## src/rtl/ifetch_unit.sv

```systemverilog
// Instruction fetch: samples IP, issues one read at a time, queues {pc, inst} for decode.
// Latency: 3 edges from IP sample to inst_valid (issue, accept, response push).
// Backpressure: stops issuing while the queue is full; mem request held until ready.
// Optional: define IFETCH_ILLEGAL_CHECK_EN to build the head-instruction legality check.
module ifetch_unit #(
  parameter int DEPTH = 4
) (
  input  logic                     CLK,
  input  logic                     RESET,
  input  logic [31:0]              IP,
  input  logic                     flush,
  output logic                     mem_req_valid,
  output logic [31:0]              mem_req_addr,
  input  logic                     mem_req_ready,
  input  logic                     mem_rsp_valid,
  input  logic [31:0]              mem_rsp_data,
  output logic                     inst_valid,
  output logic [31:0]              inst,
  output logic [31:0]              inst_pc,
  input  logic                     inst_ready,
  output logic [6:0]               OP,
  output logic [$clog2(DEPTH):0]   count,
  output logic                     inst_illegal
);

  localparam int AW = $clog2(DEPTH);
  localparam int CW = AW + 1;
  localparam logic [CW-1:0] FULL = CW'(DEPTH);

  typedef enum logic [1:0] {IDLE, REQ, WAIT, DROP} state_t;

  typedef struct packed {
    logic [31:0] pc;
    logic [31:0] inst;
  } entry_t;

  state_t        state_q, state_d;
  logic [31:0]   last_addr;
  logic [31:0]   req_addr;
  logic          need_fetch;
  logic          drop_pend;
  logic          issue;
  logic          push;
  logic          pop;
  entry_t        q [DEPTH];
  entry_t        head;
  logic [AW-1:0] rd_ptr, wr_ptr;
  logic [CW-1:0] cnt;

  // Next-state and per-cycle strobes; a flush turns any in-flight fetch into a drop.
  always_comb begin
    state_d = state_q;
    issue   = 1'b0;
    push    = 1'b0;
    case (state_q)
      IDLE: begin
        if (cnt != FULL && (need_fetch || IP != last_addr)) begin
          issue   = 1'b1;
          state_d = REQ;
        end
      end
      REQ: begin
        if (mem_req_ready) state_d = (drop_pend || flush) ? DROP : WAIT;
      end
      WAIT: begin
        if (mem_rsp_valid) begin
          push    = !flush;
          state_d = IDLE;
        end else if (flush) begin
          state_d = DROP;
        end
      end
      DROP: begin
        if (mem_rsp_valid) state_d = IDLE;
      end
      default: state_d = IDLE;
    endcase
  end

  // Fetch FSM state register.
  always_ff @(posedge CLK) begin
    if (RESET) state_q <= IDLE;
    else       state_q <= state_d;
  end

  // Request address, last sampled IP, refetch and pending-drop flags.
  always_ff @(posedge CLK) begin
    if (RESET) begin
      req_addr   <= '0;
      last_addr  <= '0;
      need_fetch <= 1'b1;
      drop_pend  <= 1'b0;
    end else begin
      if (issue) begin
        req_addr   <= IP;
        last_addr  <= IP;
        need_fetch <= 1'b0;
      end
      // A flush forces the next fetch even if IP matches the last address.
      if (flush) need_fetch <= 1'b1;
      if (state_q == REQ) begin
        if (mem_req_ready) drop_pend <= 1'b0;
        else if (flush)    drop_pend <= 1'b1;
      end else begin
        drop_pend <= 1'b0;
      end
    end
  end

  assign pop = inst_valid && inst_ready;

  // Instruction queue: flush empties it and takes priority over push/pop.
  always_ff @(posedge CLK) begin
    if (RESET) begin
      rd_ptr <= '0;
      wr_ptr <= '0;
      cnt    <= '0;
      for (int i = 0; i < DEPTH; i++) q[i] <= '0;
    end else if (flush) begin
      rd_ptr <= '0;
      wr_ptr <= '0;
      cnt    <= '0;
    end else begin
      if (push) begin
        q[wr_ptr] <= '{pc: req_addr, inst: mem_rsp_data};
        wr_ptr    <= wr_ptr + 1'b1;
      end
      if (pop) rd_ptr <= rd_ptr + 1'b1;
      case ({push, pop})
        2'b10:   cnt <= cnt + 1'b1;
        2'b01:   cnt <= cnt - 1'b1;
        default: cnt <= cnt;
      endcase
    end
  end

  assign head          = q[rd_ptr];
  assign mem_req_valid = (state_q == REQ);
  assign mem_req_addr  = req_addr;
  assign inst_valid    = (cnt != '0);
  assign inst          = head.inst;
  assign inst_pc       = head.pc;
  assign OP            = inst_valid ? head.inst[6:0] : 7'b0000000;
  assign count         = cnt;

`ifdef IFETCH_ILLEGAL_CHECK_EN
  assign inst_illegal = inst_valid && (head.inst[1:0] != 2'b11 || head.inst == 32'h00000000);
`else
  assign inst_illegal = 1'b0;
`endif

endmodule

```

## config.mk

```make
export PLATFORM = sky130hd
export DESIGN_NAME = ifetch_unit
export DESIGN_NICKNAME = d
export VERILOG_FILES = /design/src/rtl/ifetch_unit.sv
export SDC_FILE = /design/constraint.sdc
export NUM_CORES = 1
export LEC_CHECK = 0
export ABC_CLOCK_PERIOD_IN_PS = 6460
export BUFFER_PORTS_ARGS = -buffer_cell sky130_fd_sc_hd__buf_2
export CORE_UTILIZATION = 58
export DETAILED_ROUTE_END_ITERATION = 6
export GPL_TIMING_DRIVEN = 1
export PLACE_DENSITY = 0.83
export REMOVE_ABC_BUFFERS = 1
export SLEW_MARGIN = 15
export SYNTH_ARGS = -nofsm -noshare
export SYNTH_HDL_FRONTEND = slang
export SYNTH_SLANG_ARGS = --single-unit
```

## constraint.sdc

```tcl
create_clock -name CLK -period 6.46 [get_ports CLK]
set_input_delay 1.292 -clock CLK [delete_from_list [all_inputs] [get_ports CLK]]
set_output_delay 1.292 -clock CLK [all_outputs]
set_load 0.01 [all_outputs]
```

==> results of run 1 <==
## cell type report
| type | instances | area [sq um] |
|---|---|---|
| sequential | 301 | 8596 |
| tap | 319 | 399.1 |
| timing repair buffer | 189 | 975.9 |
| fill | 1677 | 7632 |
| clock inverter | 15 | 153.9 |
| multi-input combinational | 622 | 4697 |
| clock buffer | 41 | 833.3 |
| inverter | 68 | 255.2 |
## power groups by stage
stage | logic (mW) | registers [mW] | clock network (mW)
2_1_floorplan | 0.202 | 2.31 | 0
5_1_grt | 0.407 | 2.28 | 1.83
6_report | 0.375 | 2.27 | 1.74
4_1_cts | 0.375 | 2.27 | 1.75
3_5_place_dp | 0.372 | 2.31 | 0
3_3_place_gp | 0.362 | 2.31 | 0
## metal layers
layer	global-route usage (%)	part of all wire [%]	routed length (um)	vias up
li1	-	-	-	4141
met1	36.08	38	12370	4575
met5	0	0	0	-
met2	45.49	51	16400	463
met3	4.102	8.4	2722	59
met4	8.830	2.4	791	0
## layout by cell type (no fill, tap or decap), drive strengths merged, types with 2 or more instances in the layout
cell,instances
o21ai,35
nand2b,4
buf,189
nor2,206
clkinv,11
xor2,21
nand2,68
xnor2,17
nand4,36
nand3,33
edfxtp,256
nor3,5
mux4,64
a22oi,32
a21oi,5
nor3b,32
bufinv,3
dfxtp,45
or2,2
or3,4
a32oi,2
nor2b,34
inv,69
o21bai,2
nor4,4
and2,8
clkbuf,41
## final timing paths
path	to	slack (ns)	cells past startpoint
max reg2reg	q[1][36]	3.35	8
min reg2reg	need_fetch	0.53	1
min	need_fetch	0.53	1
max	inst_pc[30]	2.30	3
## registers in the layout, indices dropped and copies added (netlist names), named ones only
register      count
rd_ptr            2
need_fetch        1
drop_pend         1
mem_req_addr     32
q               256
count             3
wr_ptr            2
state_q           2
## worst register-to-register path, cell delays in order, from the launching register on
cell     delay (ns)
dfxtp_1        0.44
nand2_2        0.09
nor3_2         0.32
inv_2          0.17
nor2_4         0.15
buf_4          0.62
buf_4          0.73
nand2_1        0.26
nor2_1         0.16
## per-stage QoR
| stage | worst slack, ns | setup TNS [ns] |
|---|---|---|
| floorplan | -0.7532 | -48.21 |
| global placement | 2.509 | 0 |
| detailed placement | 2.414 | 0 |
| CTS | 2.211 | 0 |
| global route | 2.081 | 0 |
| finish | 2.296 | 0 |
## cells by family (layout without fill, tap and decap cells)
group	after synthesis	in the layout	synth area share, %
XOR/XNOR	38	38	2.384
other	1	1	0.02686
multiplexers	64	64	10.32
adder cells (fa/ha/maj)	2	2	0.2330
AND/OR/NAND/NOR	438	438	16.58
AO/OA/AOI/OAI	79	79	3.575
buffers and inverters	148	313	5.376
flip-flops	301	301	61.51
==> results.toml, run 1 <==
[sta]
finalCritPeriodShare_pct = 64.46
rsz0062_at_grt = "no"
max_freq_mhz = 240.2
period_needed_ns = 4.164
finalSetupViolations = 0
slew_headroom_pct = 21.52
worstMarginPinSlew_ns = 1.177
finalHoldViolations = 0
fin_worst_skew_ns = 0.01560
slew_violations = 0
hold-worst-slack_ns = 0.5304

[logic_synthesis]
yosysSeqAreaShare_pct = 61.51
yosysMostFrequentCell = "edfxtp_1"
synth_area_leaders = "edfxtp_1 (55%), mux4_2 (10%), dfxtp_1 (6.5%)"
synth_edf_count = 256
ys_ff_latch = 301
yosys.cell_types.count = 45
netlist_instances = 1071
postSynth.asyncResetShare_pct = 0
synth_top_area_cell = "edfxtp_1"
synth_top_area_share_pct = 55.05
synth.avg_cell_area_sq_um = 13.04
synth_common_cells = "edfxtp_1 (256), nor2_1 (202), inv_1 (67), mux4_2 (64), dfxtp_1 (45)"
synthFlopType = "edfxtp_1"
syn-cell-area_sq_mm = 0.01396
yosysWarnings = 0

[place]
io_buffers = 177
placed_area_sq_mm = 0.01492
placed_cells = 1499
gp_congestion = 0.7572
dp_hpwl_um = 18380

[route]
wl_um = 32290
drt-pass1-iter-count = 5
wire_per_inst_um = 20.76
drc = 0
vias_per_cell = 5.941
initialDrtViolationCount = 879
ant_nets = 0
vias = 9238

[global_route]
grt_pass1_vias = 9205
grt_pass1_wl_um = 50140
antenna_found_initial = 0
track_usage_pct = 26.97
overflow = 0
grt_start_max_net_pins = 66

[setup_path]
cp-start-kind = "flop"
worstPathMaxFanout = 40
path_class = "flop to primary output"
cp_cell_sequence = "buf_4 > mux4_2 > buf_2"
max_stage_delay_ns = 0.88
critPathSlowestCell = "dfxtp_4"
timing.rr.start = "state_q[1]"
cp_num_buf_inv = 2
crit_path_end_kind = "primary output"
critical_path_required_ns = 5.17
path_delay_family = "flip-flops"
worstPathArrival_ns = 2.87

[layout]
fin_cells = 1555
layout-drive-gt1-share_pct = 28.48
finalInstanceArea_sq_mm = 0.01591
layout.nets = 1284
diodes = 0
area_delta_synth_final_pct = 13.94
fin_util_pct = 67.58

[pwr]
power_density_mw_per_mm2 = 276.1
peakVddDrop_mv = 0.1906
total_power_mw = 4.393
pwr-share-seq_pct = 51.8
sw_frac_of_total_pct = 23.16
combPwrFrac_pct = 8.5
p_sw_mw = 1.017
leakagePower_nw = 6.300
clockPowerShare_pct = 39.7
p_int_mw = 3.376

[clock_network]
cts_resized = 0
postCtsHoldBufs = 0
clockBufferDepth = 3
cts_buffers = 30
ctsHtreeMaxLevel = 1
cts_sinks = 301
cts_setup_buffers = 0
path_clk_slew_ns = 0.06
cts-root-buf = "clkbuf_16"
clkLatencyLatePin_ns = 0.56
cts_tree = "done"

[floorplanning]
design.core.area_sq_mm = 0.02354
die-area_sq_mm = 0.02470
io_pins = 179
start_util_pct = 59.31
fp-row-count = 56
die_y_um = 157.2
die_w_um = 157.2

[hold_path]
hp-class = "flop to flop"
min-delay-start = "need_fetch"

[status]
status = "finished clean"

[flow_run]
drv_cap = 0
No activity file was read; power rests on OpenSTA's default activity.
==> run 2: changes to the inputs <==
Settings changed: ABC_CLOCK_PERIOD_IN_PS 6460 to 3800, CORE_UTILIZATION 58 to 53, PLACE_DENSITY 0.83 to 0.8.
Clock period 6.46 ns to 3.8 ns, I/O delays scaled along.
==> run 2 against run 1 <==
Hold slack got worse by 0.12 ns. Sequential share of layout area shrank 0.42 points. Core utilization is 5.9 points lower. Via count down 1.5%. Clock skew shrank 0.0031 ns. Critical path type unchanged.
==> results.toml, run 2 (synthesis results as in run 1) <==
[status]
status = "finished clean"

[setup_path]
critPathSlowestCell = "dfxtp_4"
critical_path_required_ns = 3.04
cp_num_buf_inv = 2
cp-start-kind = "flop"
worstPathArrival_ns = 2.38
cp_cell_sequence = "buf_4 > mux4_2 > and2_1 > buf_2"
path_delay_family = "flip-flops"
max_stage_delay_ns = 0.64
r2r_slack_ns = 1.41
worstPathMaxFanout = 21
path_class = "flop to primary output"
crit_path_end_kind = "primary output"

[clock_network]
ctsHtreeMaxLevel = 1
cts_resized = 0
clockBufferDepth = 3
postCtsHoldBufs = 0
cts_tree = "done"
clkLatencyLatePin_ns = 0.54
cts_setup_buffers = 0
cts_sinks = 301
path_clk_slew_ns = 0.06
cts_buffers = 30
cts-root-buf = "clkbuf_16"

[layout]
top_register = "q"
layout_commonest_cell = "edfxtp_1"
layout-drive-gt1-share_pct = 28.88
diodes = 0
fill_cells = 2008
finalInstanceArea_sq_mm = 0.01603
area_delta_synth_final_pct = 14.83
layout.nets = 1293
final_cell_mix = "edfxtp_1 (256), nor2_1 (202), buf_2 (177), inv_1 (67), mux4_2 (64)"
largest_register_ffs = 256

[route]
vias_per_cell = 5.767
wl_um = 31760
wire_per_inst_um = 20.12
drc = 0
initialDrtViolationCount = 818
ant_nets = 0
drt-pass1-iter-count = 5
vias = 9101

[floorplanning]
die_y_um = 164.3
die_w_um = 164.3
design.core.area_sq_mm = 0.02598
io_pins = 179
die-area_sq_mm = 0.02700
start_util_pct = 53.74
fp-row-count = 59

[global_route]
track_usage_pct = 23.47
grt_pass1_wl_um = 47930
overflow = 0
grt_start_max_net_pins = 66
grt_pass1_vias = 9009
antenna_found_initial = 0

[place]
placed_area_sq_mm = 0.01510
preCtsSetupSlack_ns = 1.019
dp_hpwl_um = 19240
gp_congestion = 0.7294
io_buffers = 177

[pwr]
peakVddDrop_mv = 0.3434
power_density_mw_per_mm2 = 456.0
leakagePower_nw = 6.343

[sta]
slew_headroom_pct = 17.98
period_needed_ns = 3.141
finalWorstSetupSlack_ns = 0.6587
max_freq_mhz = 318.3
rsz0062_at_grt = "no"
worstMarginPinSlew_ns = 1.230
slew_violations = 0
fin_worst_skew_ns = 0.01253
finalHoldViolations = 0
finalSetupViolations = 0
finalCritPeriodShare_pct = 82.67

[flow_run]
drv_cap = 0

[hold_path]
hp-class = "primary input to flop"
## run 2: cell types whose count changed in the layout (fill, tap and decap cells not counted)
cell,delta
clkbuf_8,-1
clkinv_2,+1
bufinv_16,-1
clkinvlp_4,+1
clkinv_1,+1
clkinv_4,-1
buf_12,+7
inv_8,-1
clkbuf_1,-1
buf_4,+2
## run 2: final timing paths
check,start,end,cells past startpoint
setup / recovery,flop,OP[1],4
hold / removal,mem_req_ready,drop_pend,2
setup reg to reg,mem_req_addr[19],mem_req_addr[22],6
hold reg to reg,count[2],count[2],2
## run 2: layout make-up
type / instances / area, sq um / area share (%)
clock buffers: 39 / 815.8 / 5.088
clock inverters: 15 / 120.1 / 0.7491
inverters: 68 / 255.2 / 1.592
multi-input cells: 622 / 4697 / 29.29
flip-flops and latches: 301 / 8596 / 53.61
well taps: 335 / 419.2 / 2.614
repair buffers: 198 / 1131 / 7.054
## run 2: per-layer routing
| metal | up-vias | GRT usage (%) | routed length, um |
|---|---|---|---|
| li1 | 4143 | - | - |
| met1 | 4505 | 29.98 | 12450 |
| met2 | 391 | 40.45 | 16050 |
| met3 | 62 | 3.434 | 2237 |
| met4 | 0 | 8.965 | 1026 |
| met5 | - | 0 | 0 |
## run 2: report_power, final
part	switching, mW	total (mW)	internal [mW]
sequential	0.126	3.86	3.73
clock	1.18	2.81	1.63
combinational	0.368	0.639	0.271
total	1.67	7.31	5.64
## run 2: per-stage QoR
| stage | hold slack, ns | TNS [ns] | utilization (%) | total power [mW] | cells |
|---|---|---|---|---|---|
| floorplan | 0.4751 | -436.56 | - | 4.269 | 991 |
| global placement | 0.5147 | 0 | 58.10 | 4.546 | 1524 |
| detailed placement | 0.5279 | 0 | 58.10 | 4.569 | 1524 |
| CTS | 0.3935 | 0 | 61.71 | 7.354 | 1578 |
| global route | 0.4104 | 0 | 61.71 | 7.532 | 1578 |
| finish | 0.4089 | 0 | 61.71 | 7.312 | 1578 |
